==> src/rtl/hazard_pkg.sv <==
// Shared types and helpers for the hazard scoreboard: producer classes,
// per-class result latency and the countdown width.
package hazard_pkg;

  typedef enum logic [1:0] {
    P_ALU  = 2'd0,
    P_LOAD = 2'd1,
    P_MD   = 2'd2
  } prod_cls_e;

  // The reserved encoding 3 behaves as an ALU producer.
  function automatic prod_cls_e decode_cls(input logic [1:0] raw);
    case (raw)
      2'd1:    return P_LOAD;
      2'd2:    return P_MD;
      default: return P_ALU;
    endcase
  endfunction

  function automatic int lat_of(input prod_cls_e cls, input int load_lat, input int md_lat);
    case (cls)
      P_LOAD:  return load_lat + 1;
      P_MD:    return md_lat + 1;
      default: return 1;
    endcase
  endfunction

  function automatic int cnt_width(input int md_lat);
    return $clog2(md_lat + 2);
  endfunction

endpackage

==> src/rtl/sb_countdown.sv <==
// Loadable down-counter that saturates at zero; a load wins over the decrement.
module sb_countdown #(
  parameter int W = 3
) (
  input  logic         clk,
  input  logic         rstn,
  input  logic         load,
  input  logic [W-1:0] load_val,
  output logic [W-1:0] cnt
);

  // NOTE: sequential state uses non-blocking assignments so every counter
  // samples the same pre-edge values regardless of evaluation order.
  always_ff @(posedge clk or negedge rstn) begin
    if (!rstn) begin
      cnt <= '0;
    end else if (load) begin
      cnt <= load_val;
    end else if (cnt != '0) begin
      cnt <= cnt - 1'b1;
    end
  end

endmodule

==> src/rtl/hazard_scoreboard.sv <==
// Per-register countdown scoreboard driving PC / IF-ID write enables and the
// ID/EX bubble. Define HAZARD_PERF_EN to build the stall-cycle counter.
module hazard_scoreboard
  import hazard_pkg::*;
#(
  parameter int  NUM_REGS = 32,
  parameter int  LOAD_LAT = 1,
  parameter int  MD_LAT   = 4,
  parameter int  BR_IN_ID = 1,
  localparam int RW       = $clog2(NUM_REGS)
) (
  input  logic          clk,
  input  logic          rstn,
  input  logic          id_valid,
  input  logic [RW-1:0] id_rs,
  input  logic [RW-1:0] id_rt,
  input  logic          id_use_rs,
  input  logic          id_use_rt,
  input  logic          id_is_branch,
  input  logic          id_wr_en,
  input  logic [RW-1:0] id_wr_reg,
  input  logic [1:0]    id_cls,
  input  logic          flush,
  output logic          pc_write,
  output logic          if_id_write,
  output logic          id_ex_bubble,
  output logic          md_busy,
  output logic [31:0]   perf_stall_cnt
);

  localparam int CW = cnt_width(MD_LAT);
  localparam logic [CW-1:0] BR_THR = (BR_IN_ID != 0) ? CW'(0) : CW'(1);

  logic [CW-1:0] c [NUM_REGS];
  logic [CW-1:0] m;
  logic [CW-1:0] lat;
  logic [CW-1:0] thr;
  prod_cls_e     cls;
  logic          raw, waw, structural;
  logic          stall, issue, wr_issue, md_issue;

  assign cls = decode_cls(id_cls);
  assign lat = CW'(lat_of(cls, LOAD_LAT, MD_LAT));

  // NOTE: every signal in this block gets a default first, so no path can
  // leave one unassigned and infer a latch.
  always_comb begin
    thr        = CW'(1);
    raw        = 1'b0;
    waw        = 1'b0;
    structural = 1'b0;
    if (id_is_branch) thr = BR_THR;
    if (id_use_rs && (c[id_rs] > thr)) raw = 1'b1;
    if (id_use_rt && (c[id_rt] > thr)) raw = 1'b1;
    // A younger fast producer must not retire before an older slow one.
    if (id_wr_en && (c[id_wr_reg] > lat)) waw = 1'b1;
    if ((cls == P_MD) && (m != '0)) structural = 1'b1;
  end

  assign stall    = id_valid & ~flush & (raw | waw | structural);
  assign issue    = id_valid & ~stall & ~flush;
  assign wr_issue = issue & id_wr_en;
  assign md_issue = issue & (cls == P_MD);

  assign pc_write     = ~stall;
  assign if_id_write  = ~stall;
  assign id_ex_bubble = stall | flush;
  assign md_busy      = (m != '0);

  // r0 is hard-wired clear, so it can never be marked or cause a hazard.
  assign c[0] = '0;

  for (genvar r = 1; r < NUM_REGS; r++) begin : g_reg
    sb_countdown #(.W(CW)) u_cnt (
      .clk      (clk),
      .rstn     (rstn),
      .load     (wr_issue && (id_wr_reg == RW'(r))),
      .load_val (lat),
      .cnt      (c[r])
    );
  end

  sb_countdown #(.W(CW)) u_md (
    .clk      (clk),
    .rstn     (rstn),
    .load     (md_issue),
    .load_val (CW'(MD_LAT)),
    .cnt      (m)
  );

`ifdef HAZARD_PERF_EN
  logic [31:0] perf_q;

  always_ff @(posedge clk or negedge rstn) begin
    if (!rstn) begin
      perf_q <= '0;
    end else if (stall && (perf_q != 32'hFFFF_FFFF)) begin
      perf_q <= perf_q + 32'd1;
    end
  end

  assign perf_stall_cnt = perf_q;
`else
  assign perf_stall_cnt = '0;
`endif

endmodule

==> config.mk <==
export PLATFORM = sky130hd
export DESIGN_NAME = hazard_scoreboard
export DESIGN_NICKNAME = d
export VERILOG_FILES = /design/src/rtl/hazard_pkg.sv /design/src/rtl/sb_countdown.sv /design/src/rtl/hazard_scoreboard.sv
export SDC_FILE = /design/constraint.sdc
export NUM_CORES = 1
export LEC_CHECK = 0
export ABC_CLOCK_PERIOD_IN_PS = 8700
export CELL_PAD_IN_SITES_DETAIL_PLACEMENT = 0
export CELL_PAD_IN_SITES_GLOBAL_PLACEMENT = 1
export CORE_MARGIN = 2
export CORE_UTILIZATION = 52
export CTS_BUF_LIST = sky130_fd_sc_hd__clkbuf_16
export CTS_CLUSTER_SIZE = 16
export DETAILED_ROUTE_END_ITERATION = 8
export GPL_ROUTABILITY_DRIVEN = 0
export HOLD_SLACK_MARGIN = 0.05
export PLACE_DENSITY_LB_ADDON = 0.15
export SLEW_MARGIN = 40
export SYNTH_ARGS = -nofsm -noshare
export SYNTH_HDL_FRONTEND = slang
export SYNTH_HIERARCHICAL = 1
export SYNTH_SLANG_ARGS = --single-unit
==> constraint.sdc <==
create_clock -name clk -period 8.7 [get_ports clk]
set_input_delay 0.87 -clock clk [delete_from_list [all_inputs] [get_ports clk]]
set_output_delay 0.87 -clock clk [all_outputs]
set_load 0.005 [all_outputs]
==> impl_summary.txt <==
----------------------------------------------------
[Worst setup path]
  Critical path class ... input pin to primary output
  Critical path data arrival time ... 4.99 ns
  Type of element capturing the critical path ... primary output
  R2r setup slk ... 4.60 ns
  Source of the worst register-to-register timing path ... g_reg[30].u_cnt/cnt[1]
  CP Max Fanout ... 34
  Critical R2R Capture ... g_reg[17].u_cnt/cnt[0]
  Startpoint Class ... input pin
  Required time of the worst setup path ... 7.83 ns
  Capture point of the worst path ... if_id_write
  Worst r2r path cells ... 13
  Crit path launch ... id_rt[0]

[Final layout]
  Most frequent cells in the layout ... 136 x sky130_fd_sc_hd__inv_1, 98 x sky130_fd_sc_hd__nor2b_1, 96 x sky130_fd_sc_hd__dfrtp_1, 72 x sky130_fd_sc_hd__nand2b_1, 69 x sky130_fd_sc_hd__ha_1
  Number of diodes ... 0
  Commonest non-fill, non-tap cell in the layout ... sky130_fd_sc_hd__inv_1
  NumNets Final ... 1056
  Core occupancy in the finished layout ... 0.567
  Final design area excluding fillers ... 9780 um^2
  Share of layout cells above drive strength 1 ... 0.100
  Fin cells ... 1192
  Area growth syn-to-layout ... 6.66%

[Timing]
  Post-layout worst setup margin ... 2.84 ns
  Final worst-path cycle share ... 0.673
  Final Max Tran Viols ... 0
  Clock Skews ... 0.0103 ns
  Worst rel slew slack ... 0.542
  Total negative setup slack ... 0 ns
  Final Critical Period ... 5.86 ns
  FMAX ... 171 MHz
  RSZ-0062 raised after global routing ... false
  Hold violation total from the final report ... 0
  Transition at the pin with the smallest max-transition slack ... 0.685 ns
  Final setup viols ... 0

[Synthesis]
  Post-synth EDFFs ... 0
  Top FF cell, synth ... sky130_fd_sc_hd__dfrtp_1
  Sequential element share of the synthesized area ... 0.262
  Post-synth top area share ... 0.262
  Cell Area, Synth ... 9170 um^2
  Share of async-settable or async-resettable flops after synthesis ... 1.00
  Top cell type by total area after synthesis ... sky130_fd_sc_hd__dfrtp_1
  Warnings, synthesis ... 6
  Number of register bits inferred by synthesis ... 96
  Leading post-synthesis cells by cell area ... sky130_fd_sc_hd__dfrtp_1 26%, sky130_fd_sc_hd__mux4_2 13%, sky130_fd_sc_hd__ha_1 9.4%, sky130_fd_sc_hd__nor2b_1 6.8%, sky130_fd_sc_hd__nor4b_1 6.2%
  Average instance area after synthesis ... 9.71 um^2
  Number of unique standard cell types used by synthesis ... 52
  Syn Inst Count ... 944

[Floorplanning]
  Effective utilization at floorplan ... 0.532
  Die outline height ... 137 um
  Num ports ... 61
  Die outline width ... 137 um
  Placement Rows ... 48
  Total die area ... 18700 um^2
  Std-Cell Core Area ... 17200 um^2

[Clock tree]
  CTS tree ... built
  CTS sink cnt ... 96
  Clock-pin slew reported for the worst setup and hold paths after clock tree synthesis ... 0.07 ns
  Buffers inserted during post-CTS setup optimization ... 0
  Clock latency reported for the late side of the worst-skew pair ... 0.36 ns
  H-tree level count ... 3
  Buffers from clock root to sink, at most ... 2
  TritonCTS Buffers ... 9
  Hold bufs inserted after CTS ... 0
  CTS-repair resized insts ... 0
  Library cell used as clock root buffer ... sky130_fd_sc_hd__clkbuf_16

[Hold path]
  Tightest Hold Check Type ... input pin to asynchronous set/reset pin

[GRT]
  Overflow after GRT ... 0
  Maximum number of pins on one net before global-route repair ... 52
  GRT Total Usage ... 0.266
  Wire length of the first global-routing pass ... 38100 um
  Via count of the first global-routing pass ... 6763
  Initial antenna violation count ... 0

[Run]
  Total of max-cap violations ... 0

[Route]
  Number of detailed-routing iterations run before antenna repair ... 5
  Average wire per standard cell ... 20.0 um
  DRC marker count from the first detailed-route iteration ... 562
  Overall routed net length ... 23800 um
  Number of vias in the routed layout ... 7350
  Residual antenna-violating net count after detailed routing ... 0
  Count of unresolved DRC violations after routing ... 0
  Vias per cell ... 6.17

[Placement]
  I/O Buffers ... 28
  Post-Place Cell Area ... 9470 um^2
  Setup slack at placement ... 2.33 ns
  Post-placement cell count ... 1176
  DPL Wire Length ... 17400 um

[Outcome]
  Result of the run ... finished, final reports clean

[Power]
  Leakage Power ... 0.00423 uW
  Cell Pwr Density ... 307 nW/um^2
  Maximum vdd drop ... 0.150 mV

----------------------------------------------------
-- how the worst min path moves through the flow --
stage / from / end / depth (start not counted)
2_1_floorplan: rstn / g_reg[10].u_cnt/cnt[0] / 0
3_3_place_gp: u_md/cnt[2] / u_md/cnt[2] / 2
3_5_place_dp: u_md/cnt[2] / u_md/cnt[2] / 2
4_1_cts: rstn / g_reg[7].u_cnt/cnt[2] / 1
5_1_grt: rstn / g_reg[7].u_cnt/cnt[2] / 1
6_report: rstn / g_reg[7].u_cnt/cnt[2] / 1
-- registers in the layout (all words and copies together), names as in the netlist --
signal       flops
g.u_cnt/cnt     93
u_md/cnt         3
-- power by group --
group | internal (uW) | total [uW] | switching (uW)
registers | 688 | 1090 | 406
logic | 832 | 1470 | 639
clock network | 250 | 432 | 182
-- synth_stat cells (8+ instances only) --
cell type / instances
sky130_fd_sc_hd__a221oi_1: 33
sky130_fd_sc_hd__a311oi_1: 32
sky130_fd_sc_hd__a31oi_1: 32
sky130_fd_sc_hd__and4_1: 31
sky130_fd_sc_hd__buf_4: 35
sky130_fd_sc_hd__clkbuf_1: 11
sky130_fd_sc_hd__dfrtp_1: 96
sky130_fd_sc_hd__ha_1: 69
sky130_fd_sc_hd__inv_1: 135
sky130_fd_sc_hd__mux4_2: 53
sky130_fd_sc_hd__nand2_1: 13
sky130_fd_sc_hd__nand2b_1: 72
sky130_fd_sc_hd__nor2_1: 34
sky130_fd_sc_hd__nor2b_1: 99
sky130_fd_sc_hd__nor3_1: 13
sky130_fd_sc_hd__nor3b_1: 8
sky130_fd_sc_hd__nor4b_1: 65
sky130_fd_sc_hd__or3b_1: 32
-- worst max-delay path, cell delays in order --
cell and delay, ns:
sky130_fd_sc_hd__clkdlybuf4s50_1 0.46, sky130_fd_sc_hd__buf_4 0.32, sky130_fd_sc_hd__mux4_2 0.55, sky130_fd_sc_hd__mux4_2 0.50, sky130_fd_sc_hd__mux2i_1 0.20, sky130_fd_sc_hd__ha_1 0.18, sky130_fd_sc_hd__nor3b_1 0.05, sky130_fd_sc_hd__a221oi_1 0.23
sky130_fd_sc_hd__o21a_1 0.16, sky130_fd_sc_hd__nand4_1 0.13, sky130_fd_sc_hd__nor4_4 0.29, sky130_fd_sc_hd__buf_4 0.35, sky130_fd_sc_hd__nand2b_1 0.17, sky130_fd_sc_hd__clkdlybuf4s50_1 0.50
-- per-layer routing --
layer / up-vias / track usage / part of all wire
met5: - / 0 / 0
met4: 0 / 0.0853 / 0.028
met3: 42 / 0.0448 / 0.055
met2: 225 / 0.420 / 0.46
met1: 3596 / 0.374 / 0.45
li1: 3487 / - / -
-- area by class of cell --
type	count	area (um^2)
Fill cell	1517	7460
Clock buffer	9	225
Clock inverter	7	87.6
Tap cell	225	282
Timing Repair Buffer	36	310
Multi-Input combinational cell	684	5960
Sequential cell	96	2400
Inverter	135	507
-- logic make-up after synthesis --
kind of cell,count (synthesis),share of synthesized area
simple gates,387,0.288
buf+inv,197,0.103
compound gates,130,0.110
flops,96,0.262
fa+ha+maj,69,0.0942
mux,63,0.142
other cells,2,0.000819
-- through the flow --
stage	hold WS (ns)	power, uW
6_report	0.515	3000
3_3_place_gp	0.622	2550
5_1_grt	0.559	3250
3_5_place_dp	0.631	2560
4_1_cts	0.533	3000
2_1_floorplan	0.574	2150
(Power assumes the default switching activity.)
==> variant 1 (same flow settings) <==
The option `HAZARD_PERF_EN` is turned on by a define.
--- a/src/rtl/hazard_scoreboard.sv
+++ b/src/rtl/hazard_scoreboard.sv
@@ -1,4 +1,6 @@
 // Per-register countdown scoreboard driving PC / IF-ID write enables and the
 // ID/EX bubble. Define HAZARD_PERF_EN to build the stall-cycle counter.
+`define HAZARD_PERF_EN
+
 module hazard_scoreboard
   import hazard_pkg::*;
Formal check against the unedited RTL: not equivalent (a bounded check fails within 4 cycles, from zero or initial values and one cycle with rstn low).
==> variant 1 against the original RTL <==
- worst setup slack worse by 0.76 ns
- sequential cell count is 32 higher
- sequential power is 19% higher
- routed wire length is 17% higher
- fmax is 12% lower
- synthesized area is 13% higher
- final area is 21% higher
- combinational power is 7% higher
- synthesized cell count is 12% higher
- total power is 20% higher
- largest cell class unchanged
==> variant 1: results (changes against the original RTL) <==
Detailed Route WL 27,900 um (was 23,800 um); CP Launch Point id_wr_reg[1] (was id_rt[0]); dpl cell area 0.0112 mm^2 (was 0.00947 mm^2); First-pass DRT Iterations 6 (was 5); WL per Instance 20.1 um (was 20.0 um); pre-CTS WS 2.13 ns (was 2.33 ns); Critical Path AT 5.75 ns (was 4.99 ns); r2r setup slk 4.06 ns (was 4.60 ns); Synth Area in XOR/XNOR 0.0244 (was 0); die width 145 um (was 137 um); Fillers 1,673 (was 1,517); vias per inst 6.25 (was 6.17); mux contribution to synthesized area 0.135 (was 0.142); placed cells 1,358 (was 1,176); Worst-Margin Slew 0.836 ns (was 0.685 ns); Post-synth top cells inv_1, dfrtp_1, nor2b_1, ha_1, nand2b_1 (was inv_1, nor2b_1, dfrtp_1, nand2b_1, ha_1); # clock sinks 128 (was 96); comb_multi_in 757 (was 684); Reg2Reg Depth 14 (was 13); Worst Path Max Fanout 54 (was 34); synth unique cells 56 (was 52); Synth area leaders dfrtp_1, mux4_2, ha_1 (unchanged); number of non-clock inverters in the layout 138 (was 135); Clock-cell share 0.0507 (was 0.0320); fraction of area in multi-input gates 0.547 (was 0.610); clock latency at the later pin of the worst-skew pair 0.43 ns (was 0.36 ns); CP max-delay cell clkdlybuf4s50_1 (was mux4_2); met2 Use GR 0.424 (was 0.420); Worst IR Drop VDD 0.000168 V (was 0.000150 V); Nets 1,207 (was 1,056); H-tree depth 4 (was 3); Compound-Gate Fraction of Synth Area 0.0968 (was 0.110); RR Endpoint g_reg[12].u_cnt/cnt[1]$_DFFE_PN0P_ (was g_reg[17].u_cnt/cnt[0]$_DFFE_PN0P_); Starting DRT DRC Count 724 (was 562); Register Area 0.00320 mm^2 (was 0.00240 mm^2); status complete, no violations (unchanged); vias in the first global route 8,327 (was 6,763)
variant 1: cell count changes in the layout (fill, tap and decap cells not counted), sizes merged, moves of 20 or more:
| cell | unedited run | this run |
|---|---|---|
| nor3 | 14 | 49 |
| conb | 35 | 3 |
| dfrtp | 96 | 128 |
| and4 | 32 | 2 |
| nand3 | 5 | 25 |
| clkdlybuf4s50 | 21 | 56 |
variant 1: worst min path at each step:
stage | start | to | slack (ns) | cells past startpoint
finish | rstn | g_reg[26].u_cnt/cnt[2]$_DFFE_PN0P_ | 0.43 | 1
global route | rstn | g_reg[26].u_cnt/cnt[2]$_DFFE_PN0P_ | 0.46 | 1
CTS | rstn | g_reg[26].u_cnt/cnt[2]$_DFFE_PN0P_ | 0.44 | 1
detailed placement | perf_stall_cnt[31]$_DFFE_PN0P_ | perf_stall_cnt[31]$_DFFE_PN0P_ | 0.48 | 1
global placement | perf_stall_cnt[29]$_DFFE_PN0P_ | perf_stall_cnt[29]$_DFFE_PN0P_ | 0.47 | 1
floorplan | perf_stall_cnt[31]$_DFFE_PN0P_ | perf_stall_cnt[31]$_DFFE_PN0P_ | 0.48 | 1
variant 1: logic make-up (layout without fill, tap and decap cells):
logic type      count (synthesis)  count (layout)
simple gates                  457             457
mux                            69              69
flops                         128             128
buf+inv                       170             240
fa+ha+maj                      70              70
compound gates                130             130
other cells                     2               3
xor+xnor                       28              28
variant 1: report_power, final:
group	total (mW)	switching (mW)	internal [mW]
registers	1.30	0.445	0.854
clock network	0.735	0.304	0.431
logic	1.57	0.688	0.881
total	3.60	1.44	2.17
variant 1: routing by layer:
layer / wire length (um) / share of wire
met5: 0 / 0
met4: 570 / 0.020
met3: 1610 / 0.058
met2: 13100 / 0.47
met1: 12700 / 0.45
==> variant 2 (same settings) <==
Made on the original files. The parameter `MD_LAT` goes from 4 to 5.
--- a/src/rtl/hazard_scoreboard.sv
+++ b/src/rtl/hazard_scoreboard.sv
@@ -6,5 +6,5 @@
   parameter int  NUM_REGS = 32,
   parameter int  LOAD_LAT = 1,
-  parameter int  MD_LAT   = 4,
+  parameter int  MD_LAT   = 5,
   parameter int  BR_IN_ID = 1,
   localparam int RW       = $clog2(NUM_REGS)
Check against the original RTL: not settled (the Yosys comparison gave no result); the edit may change what the design does.
==> variant 2 against the original RTL <==
- global-route usage grew 0.21 points
- synthesized area grew 1.7%
- routed wire length grew 1.9%
- worst setup slack lost 0.40 ns
- sequential cell count is the same
- total power grew 1.5%
- final area grew 2.5%
- via count grew 2.9%
- critical path type unchanged
- critical endpoint is now id_ex_bubble
==> variant 2: results (changes against the original RTL) <==
status complete, no violations (unchanged); CP max-delay cell clkdlybuf4s50_1 (was mux4_2); Synth area leaders dfrtp_1, mux4_2, ha_1 (unchanged); syn_area_per_cell 9.68 um^2 (was 9.71 um^2); Leak 4.05 nW (was 4.23 nW); Critical Path AT 5.39 ns (was 4.99 ns); crit path to id_ex_bubble (was if_id_write); WL per Instance 20.1 um (was 20.0 um); Starting DRT DRC Count 678 (was 562); Cell Count, Final, Fillers Out 1,206 (was 1,192); Tmin final 6.26 ns (was 5.86 ns); met3 wire len 1450 um (was 1310 um); Worst R2R Start g_reg[7].u_cnt/cnt[1]$_DFFE_PN0P_ (was g_reg[30].u_cnt/cnt[1]$_DFFE_PN0P_); Metal-1 WL 11,000 um (was 10,800 um); RR Endpoint u_md/cnt[1]$_DFFE_PN0P_ (was g_reg[17].u_cnt/cnt[0]$_DFFE_PN0P_); worst hold path type in2async (unchanged); r2r setup slk 3.87 ns (was 4.60 ns); Crit path largest cell delay 0.91 ns (was 0.55 ns); dpl cell area 0.00967 mm^2 (was 0.00947 mm^2); Worst-Margin Slew 0.836 ns (was 0.685 ns); post-synthesis sequential area ratio 0.258 (was 0.262); GRT Overall Usage 0.268 (was 0.266); hpwl dp 17,900 um (was 17,400 um); Hold Slack 0.522 ns (was 0.515 ns); GR Util met3 0.0457 (was 0.0448); Post-synth top cells inv_1, nor2b_1, dfrtp_1, ha_1 (was inv_1, nor2b_1, dfrtp_1, nand2b_1, ha_1); vias per inst 6.27 (was 6.17); first-pass GRT wire length 38,900 um (was 38,100 um); Max Clock Skew 0.0108 ns (was 0.0103 ns); met2 WL 11,400 um (was 11,000 um)
variant 2: cell count changes after synthesis, moves of 8 or more:
cell,before,now
and4_1,31,0
nor4b_2,0,8
nor4_1,2,14
nand3_1,5,13
variant 2: area by class of cell:
class | count | area, um^2
tap | 225 | 282
sequential | 96 | 2400
clock inverter | 6 | 62.6
clock buffer | 9 | 225
fill | 1548 | 7400
timing repair buffer | 39 | 340
multi-input combinational | 694 | 6190
inverter | 137 | 514
variant 2: logic make-up after synthesis:
group,share of synthesized area
other,0.000806
DFF,0.258
muxes,0.135
and+or+nand+nor,0.289
AOI/OAI and AO/OA,0.121
buffers and inverters,0.101
adders and majority gates,0.0953
variant 2: power by group through the flow:
stage	combinational, mW	clock (mW)	sequential, mW
4_1_cts	1.53	0.410	1.09
6_report	1.55	0.402	1.09
5_1_grt	1.72	0.426	1.14
3_5_place_dp	1.53	0	1.09
2_1_floorplan	1.25	0	0.921
3_3_place_gp	1.50	0	1.09
